### src/rtl/dds_pkg.sv
// dds_pkg: shared constants and elaboration-time sine table math for dds_sine_gen.
// Build option: DDS_QUARTER_WAVE_EN selects the quarter-wave ROM layout.
package dds_pkg;

  // Phase-address quadrant field: bit 0 mirrors the index, bit 1 negates the sample
  localparam int QUAD_MIRROR_BIT = 0;
  localparam int QUAD_NEG_BIT    = 1;

  // Peak amplitude: largest positive signed value that fits in dw bits
  function automatic int amp(input int dw);
    return (1 << (dw - 1)) - 1;
  endfunction

  // First-quadrant entry T[k], k = 0..Q, rounded half away from zero (value is >= 0)
  function automatic int quarter_entry(input int k, input int aw, input int dw);
    real r;
    r = real'(amp(dw)) * $sin(3.14159265358979 * real'(k) / (2.0 * real'(1 << (aw - 2))));
    return $rtoi(r + 0.5);
  endfunction

  // Full-table entry built by mirroring T, so the symmetry points are exact
  function automatic int lut_entry(input int i, input int aw, input int dw);
    int         q;
    int         k;
    int         v;
    logic [1:0] quad;
    q    = 1 << (aw - 2);
    k    = i % q;
    quad = 2'((i >> (aw - 2)) & 3);
    v    = quarter_entry(quad[QUAD_MIRROR_BIT] ? q - k : k, aw, dw);
    return quad[QUAD_NEG_BIT] ? -v : v;
  endfunction

  // ROM index width: quarter-wave needs 0..Q, i.e. one bit less than the phase address
  function automatic int rom_idx_w(input int aw);
`ifdef DDS_QUARTER_WAVE_EN
    return aw - 1;
`else
    return aw;
`endif
  endfunction

endpackage

### src/rtl/dds_sine_rom.sv
// dds_sine_rom: registered-read signed sine ROM, one-cycle latency.
// DDS_QUARTER_WAVE_EN: Q+1 entries plus output negation; otherwise full 2^ADDR_W table.
module dds_sine_rom
  import dds_pkg::*;
#(
  parameter  int ADDR_W = 8,
  parameter  int DATA_W = 8,
  localparam int IDX_W  = rom_idx_w(ADDR_W)
) (
  input  logic                     clk,
  input  logic                     rst,
  input  logic [IDX_W-1:0]         idx,
  input  logic                     neg,
  output logic signed [DATA_W-1:0] sample
);

`ifdef DDS_QUARTER_WAVE_EN
  localparam int DEPTH = (1 << (ADDR_W - 2)) + 1;
`else
  localparam int DEPTH = 1 << ADDR_W;
`endif

  logic signed [DATA_W-1:0] rom [DEPTH];
  logic signed [DATA_W-1:0] rd;

  for (genvar i = 0; i < DEPTH; i++) begin : g_rom
`ifdef DDS_QUARTER_WAVE_EN
    assign rom[i] = DATA_W'(quarter_entry(i, ADDR_W, DATA_W));
`else
    assign rom[i] = DATA_W'(lut_entry(i, ADDR_W, DATA_W));
`endif
  end

  assign rd = rom[idx];

  // Registered read; negation only ever set in the quarter-wave build
  always_ff @(posedge clk or posedge rst) begin
    if (rst) sample <= '0;
    else     sample <= neg ? -rd : rd;
  end

endmodule

### src/rtl/dds_sine_gen.sv
// dds_sine_gen: DDS sine source. ftw register, phase accumulator with sync clear,
// phase offset, P1 address register, P2 ROM read; wrap and valid flags.
// Build option: DDS_QUARTER_WAVE_EN (quarter-wave ROM, identical output stream).
module dds_sine_gen
  import dds_pkg::*;
#(
  parameter int PHASE_W = 24,
  parameter int ADDR_W  = 8,
  parameter int DATA_W  = 8
) (
  input  logic                     clk,
  input  logic                     rst,
  input  logic                     en,
  input  logic                     ftw_load,
  input  logic [PHASE_W-1:0]       ftw_i,
  input  logic [PHASE_W-1:0]       phase_off_i,
  input  logic                     sync_clr,
  output logic signed [DATA_W-1:0] sample_o,
  output logic                     valid_o,
  output logic                     wrap_o
);

  localparam int IDX_W = rom_idx_w(ADDR_W);

  logic [PHASE_W-1:0] ftw_q;
  logic [PHASE_W-1:0] acc;
  logic [PHASE_W:0]   acc_sum;
  logic [PHASE_W-1:0] phase;
  logic [ADDR_W-1:0]  addr;
  logic [IDX_W-1:0]   idx_d, idx_q;
  logic               neg_d, neg_q;
  logic               step;
  logic [2:1]         vld_pipe;

  // Carry out of acc_sum is the wrap condition
  assign acc_sum = {1'b0, acc} + {1'b0, ftw_q};
  assign phase   = acc + phase_off_i;
  assign addr    = phase[PHASE_W-1 -: ADDR_W];
  assign step    = en & ~sync_clr;

`ifdef DDS_QUARTER_WAVE_EN
  localparam logic [IDX_W-1:0] Q_IDX = IDX_W'(1 << (ADDR_W - 2));
  logic [1:0]        quad;
  logic [ADDR_W-3:0] k;

  // Fold the phase address into first-quadrant index plus sign
  always_comb begin
    quad  = addr[ADDR_W-1 -: 2];
    k     = addr[ADDR_W-3:0];
    idx_d = quad[QUAD_MIRROR_BIT] ? Q_IDX - {1'b0, k} : {1'b0, k};
    neg_d = quad[QUAD_NEG_BIT];
  end
`else
  // Full table: address used directly, never negated
  always_comb begin
    idx_d = addr;
    neg_d = 1'b0;
  end
`endif

  // Tuning word, accumulator, wrap flag, P1 registers and valid pipeline
  always_ff @(posedge clk or posedge rst) begin
    if (rst) begin
      ftw_q    <= '0;
      acc      <= '0;
      wrap_o   <= 1'b0;
      idx_q    <= '0;
      neg_q    <= 1'b0;
      vld_pipe <= '0;
    end else begin
      if (ftw_load) ftw_q <= ftw_i;
      if (sync_clr) acc <= '0;
      else if (en)  acc <= acc_sum[PHASE_W-1:0];
      wrap_o   <= step & acc_sum[PHASE_W];
      idx_q    <= idx_d;
      neg_q    <= neg_d;
      vld_pipe <= {vld_pipe[1], step};
    end
  end

  assign valid_o = vld_pipe[2];

  dds_sine_rom #(
    .ADDR_W (ADDR_W),
    .DATA_W (DATA_W)
  ) u_rom (
    .clk    (clk),
    .rst    (rst),
    .idx    (idx_q),
    .neg    (neg_q),
    .sample (sample_o)
  );

endmodule

### config.mk
export PLATFORM = sky130hd
export DESIGN_NAME = dds_sine_gen
export DESIGN_NICKNAME = d
export VERILOG_FILES = /design/src/rtl/dds_pkg.sv /design/src/rtl/dds_sine_rom.sv /design/src/rtl/dds_sine_gen.sv
export SDC_FILE = /design/constraint.sdc
export NUM_CORES = 1
export LEC_CHECK = 0
export BUFFER_PORTS_ARGS = -buffer_cell sky130_fd_sc_hd__buf_4
export CAP_MARGIN = 25
export CORE_ASPECT_RATIO = 0.7
export CORE_MARGIN = 2
export CORE_UTILIZATION = 55
export CTS_BUF_LIST = sky130_fd_sc_hd__clkbuf_8
export DETAILED_ROUTE_END_ITERATION = 6
export PLACE_DENSITY = 0.75
export SYNTH_ARGS = -nofsm -noshare
export SYNTH_HDL_FRONTEND = slang
export SYNTH_HIERARCHICAL = 1
export SYNTH_SLANG_ARGS = --single-unit
### constraint.sdc
create_clock -name clk -period 6.8 [get_ports clk]
set_clock_uncertainty 0.05 [all_clocks]
set_input_delay 0.68 -clock clk [delete_from_list [all_inputs] [get_ports clk]]
set_output_delay 0.68 -clock clk [all_outputs]
set_load 0.005 [all_outputs]
==> qor.yml <==
die:
  row_count: 33
  core_area_um2: 11600
  dieArea_um2: 12730
  die_w_um: 134.0
  die_h_um: 94.99
  io_pins: 63
  start_util: 0.5607
placement:
  place_ws_ns: 3.038
  hpwl_um: 14930
  place_congestion: 0.9838
  port_buffers: 62
clock_network:
  cts_tree: "yes"
  numCtsBuffers: 9
  cts_buffer_depth: 2
  cts-root-buf: "clkbuf_8"
  cts_setup_buffers: 0
  clk_latency_ns: 0.36
  cts_sinks: 67
  cts_hold_buf: 0
  cts_resized: 0
  htreeDepth: 3
  clk_pin_slew_ns: 0.08
hold_path:
  hold_class: "input port to async pin"
sta:
  worstMarginPinSlew_ns: 0.9493
  fmax_ghz: 0.2543
  fin_setup_tns_ns: 0
  rsz0062_at_grt: "false"
  post-route-min-period_ns: 3.932
  fin_crit_sh: 0.5783
  setup_viol: 0
  setup_ws_ns: 2.868
  hold_viol: 0
  max-slew-margin-rel: 0.3648
  slew_viol_final: 0
global_routing:
  grt_pass1_vias: 5995
  grt.busiest_layer: "met1"
  antenna_found_initial: 0
  gr-usage-met1: 0.4807
  grt_max_degree: 60
  met2_usage: 0.4628
  grtUsageMet3: 0.1047
  gr-usage-all-layers: 0.3293
  grt-ovfl-total: 0
  grt_pass1_wl_um: 32350
outcome:
  outcome: "complete, no violations"
routing:
  drt_iter0_markers: 789
  viasPerCell: 6.636
  routed_wl_um: 20250
  wl_per_cell_um: 21.14
  ant_nets: 0
  dr_total_vias: 6357
  drc: 0
  dr.pass1.iters: 5
power_and_ir_drop:
  power_density_nw_per_um2: 433.6
  ir_drop_mv: 0.2358
  p_leak_nw: 3.107
  p_total_mw: 3.117
critical_path:
  r2r-start: "idx_q[1]"
  cp-start-kind: "register"
  r2r_cells: 10
  worst_setup_path_end_kind: "register"
  path_max_fanout: 14
  rrSetupSlack_ns: 2.87
  crit_type: "register to register"
  worstPathArrival_ns: 4.14
  cp.required_ns: 7.01
  regToRegEndpoint: "u_rom/sample[7]"
logic_synthesis:
  yosys-top-cells-area: "dfrtp_1 (26%), ha_1 (12%), mux2_2 (4.5%)"
  yosys.area.top_type: "dfrtp_1"
  netlist-cell-type-count: 85
  ys_seq_area_frac: 0.2577
  avgSynthCellArea_um2: 8.514
  netlist.area_leader.share: 0.2577
  synth_flop_cell: "dfrtp_1"
  ys_async_sr_fraction: 1.000
  yosys_warnings: 6
  synth.ff_latch_count: 67
  synth_edf_count: 0
  synth_cells: 764
  syn_area_um2: 6505
finish:
  area_growth_pct: 10.50
  fin_nets: 910
  n_fill_cell: 1042
  drive_gt1_frac: 0.1785
  layout_common_cells: "dfrtp_1 (67), buf_4 (67), nand2_1 (65)"
  antenna_cells: 0
  utilization: 0.6195
flow_run:
  maxCapViolations: 0
-- through the flow --
step	std cells	area, µm²	hold slack (ns)
after floorplan	769	6524	0.2812
after global placement	942	6977	0.2845
after detailed placement	942	6977	0.2909
after CTS	958	7188	0.2286
after global routing	958	7188	0.2537
final	958	7188	0.2301
-- cell families after synthesis --
logic type               count (synthesis)  synth area share
AND/OR/NAND/NOR                        246            0.1910
multiplexers                            36           0.06232
buffers and inverters                   67           0.04713
adder cells (fa/ha/maj)                 61            0.1185
AO/OA/AOI/OAI                          254            0.2797
XOR/XNOR                                32           0.04309
flip-flops                              67            0.2577
other                                    1         0.0005765
-- registers in the layout, summed over array words and instances, names as in the netlist --
register      flops
u_rom/sample      8
vld_pipe          2
idx_q             8
wrap_o            1
ftw_q            24
acc              24
-- layout make-up --
class	count	area (µm²)	area share
clock buffer	11	151.4	0.02106
clock inverter	5	60.06	0.008355
inverter	16	60.06	0.008355
multi-input combinational	635	4541	0.6317
sequential	67	1677	0.2332
tap	157	196.4	0.02733
timing repair buffer	67	503.0	0.06997
-- synth_stat cells, types with 5 or more instances --
| master | instances |
|---|---|
| a211o_1 | 6 |
| a211oi_1 | 14 |
| a21o_1 | 9 |
| a21oi_1 | 56 |
| a31oi_1 | 15 |
| and2_1 | 9 |
| buf_2 | 20 |
| clkbuf_1 | 24 |
| dfrtp_1 | 67 |
| ha_1 | 60 |
| inv_1 | 11 |
| mux2_2 | 26 |
| mux2i_1 | 9 |
| nand2_1 | 65 |
| nand2b_1 | 19 |
| nand3_1 | 15 |
| nand4_1 | 14 |
| nor2_1 | 50 |
| nor2b_1 | 25 |
| nor3_1 | 25 |
| nor3b_1 | 5 |
| o211ai_1 | 12 |
| o21a_1 | 6 |
| o21ai_0 | 38 |
| o21ai_1 | 14 |
| o21bai_1 | 5 |
| o221ai_1 | 8 |
| o31ai_1 | 6 |
| xnor2_1 | 15 |
| xor2_1 | 17 |
-- worst max-delay path: stages (launching register included) --
cell	delay (ns)
dfrtp_1	0.64
inv_1	0.27
ha_1	0.61
nor2b_1	0.41
nor2_1	0.12
a211oi_1	0.45
o41ai_1	0.13
o21ai_1	0.34
nand3_2	0.20
or4_1	0.50
o2111ai_1	0.11
-- worst max-delay path by stage --
| stage | cells past startpoint | startpoint | end |
|---|---|---|---|
| floorplan | 12 | idx_q[0] | u_rom/sample[7] |
| global placement | 10 | idx_q[1] | u_rom/sample[7] |
| detailed placement | 10 | idx_q[1] | u_rom/sample[7] |
| CTS | 10 | idx_q[1] | u_rom/sample[7] |
| global route | 10 | idx_q[1] | u_rom/sample[7] |
| finish | 10 | idx_q[1] | u_rom/sample[7] |
-- per-layer routing --
metal	wire length, µm	vias to the layer above
met2	8211	322
met5	0	-
li1	-	2915
met4	314	0
met1	9577	3089
met3	2144	31
-- report_power, final --
group | total, mW | internal, mW | switching, mW
registers | 0.650 | 0.492 | 0.158
clock network | 0.359 | 0.191 | 0.168
logic | 2.11 | 0.794 | 1.31
Note: power is estimated with default switching activity, not from simulation.
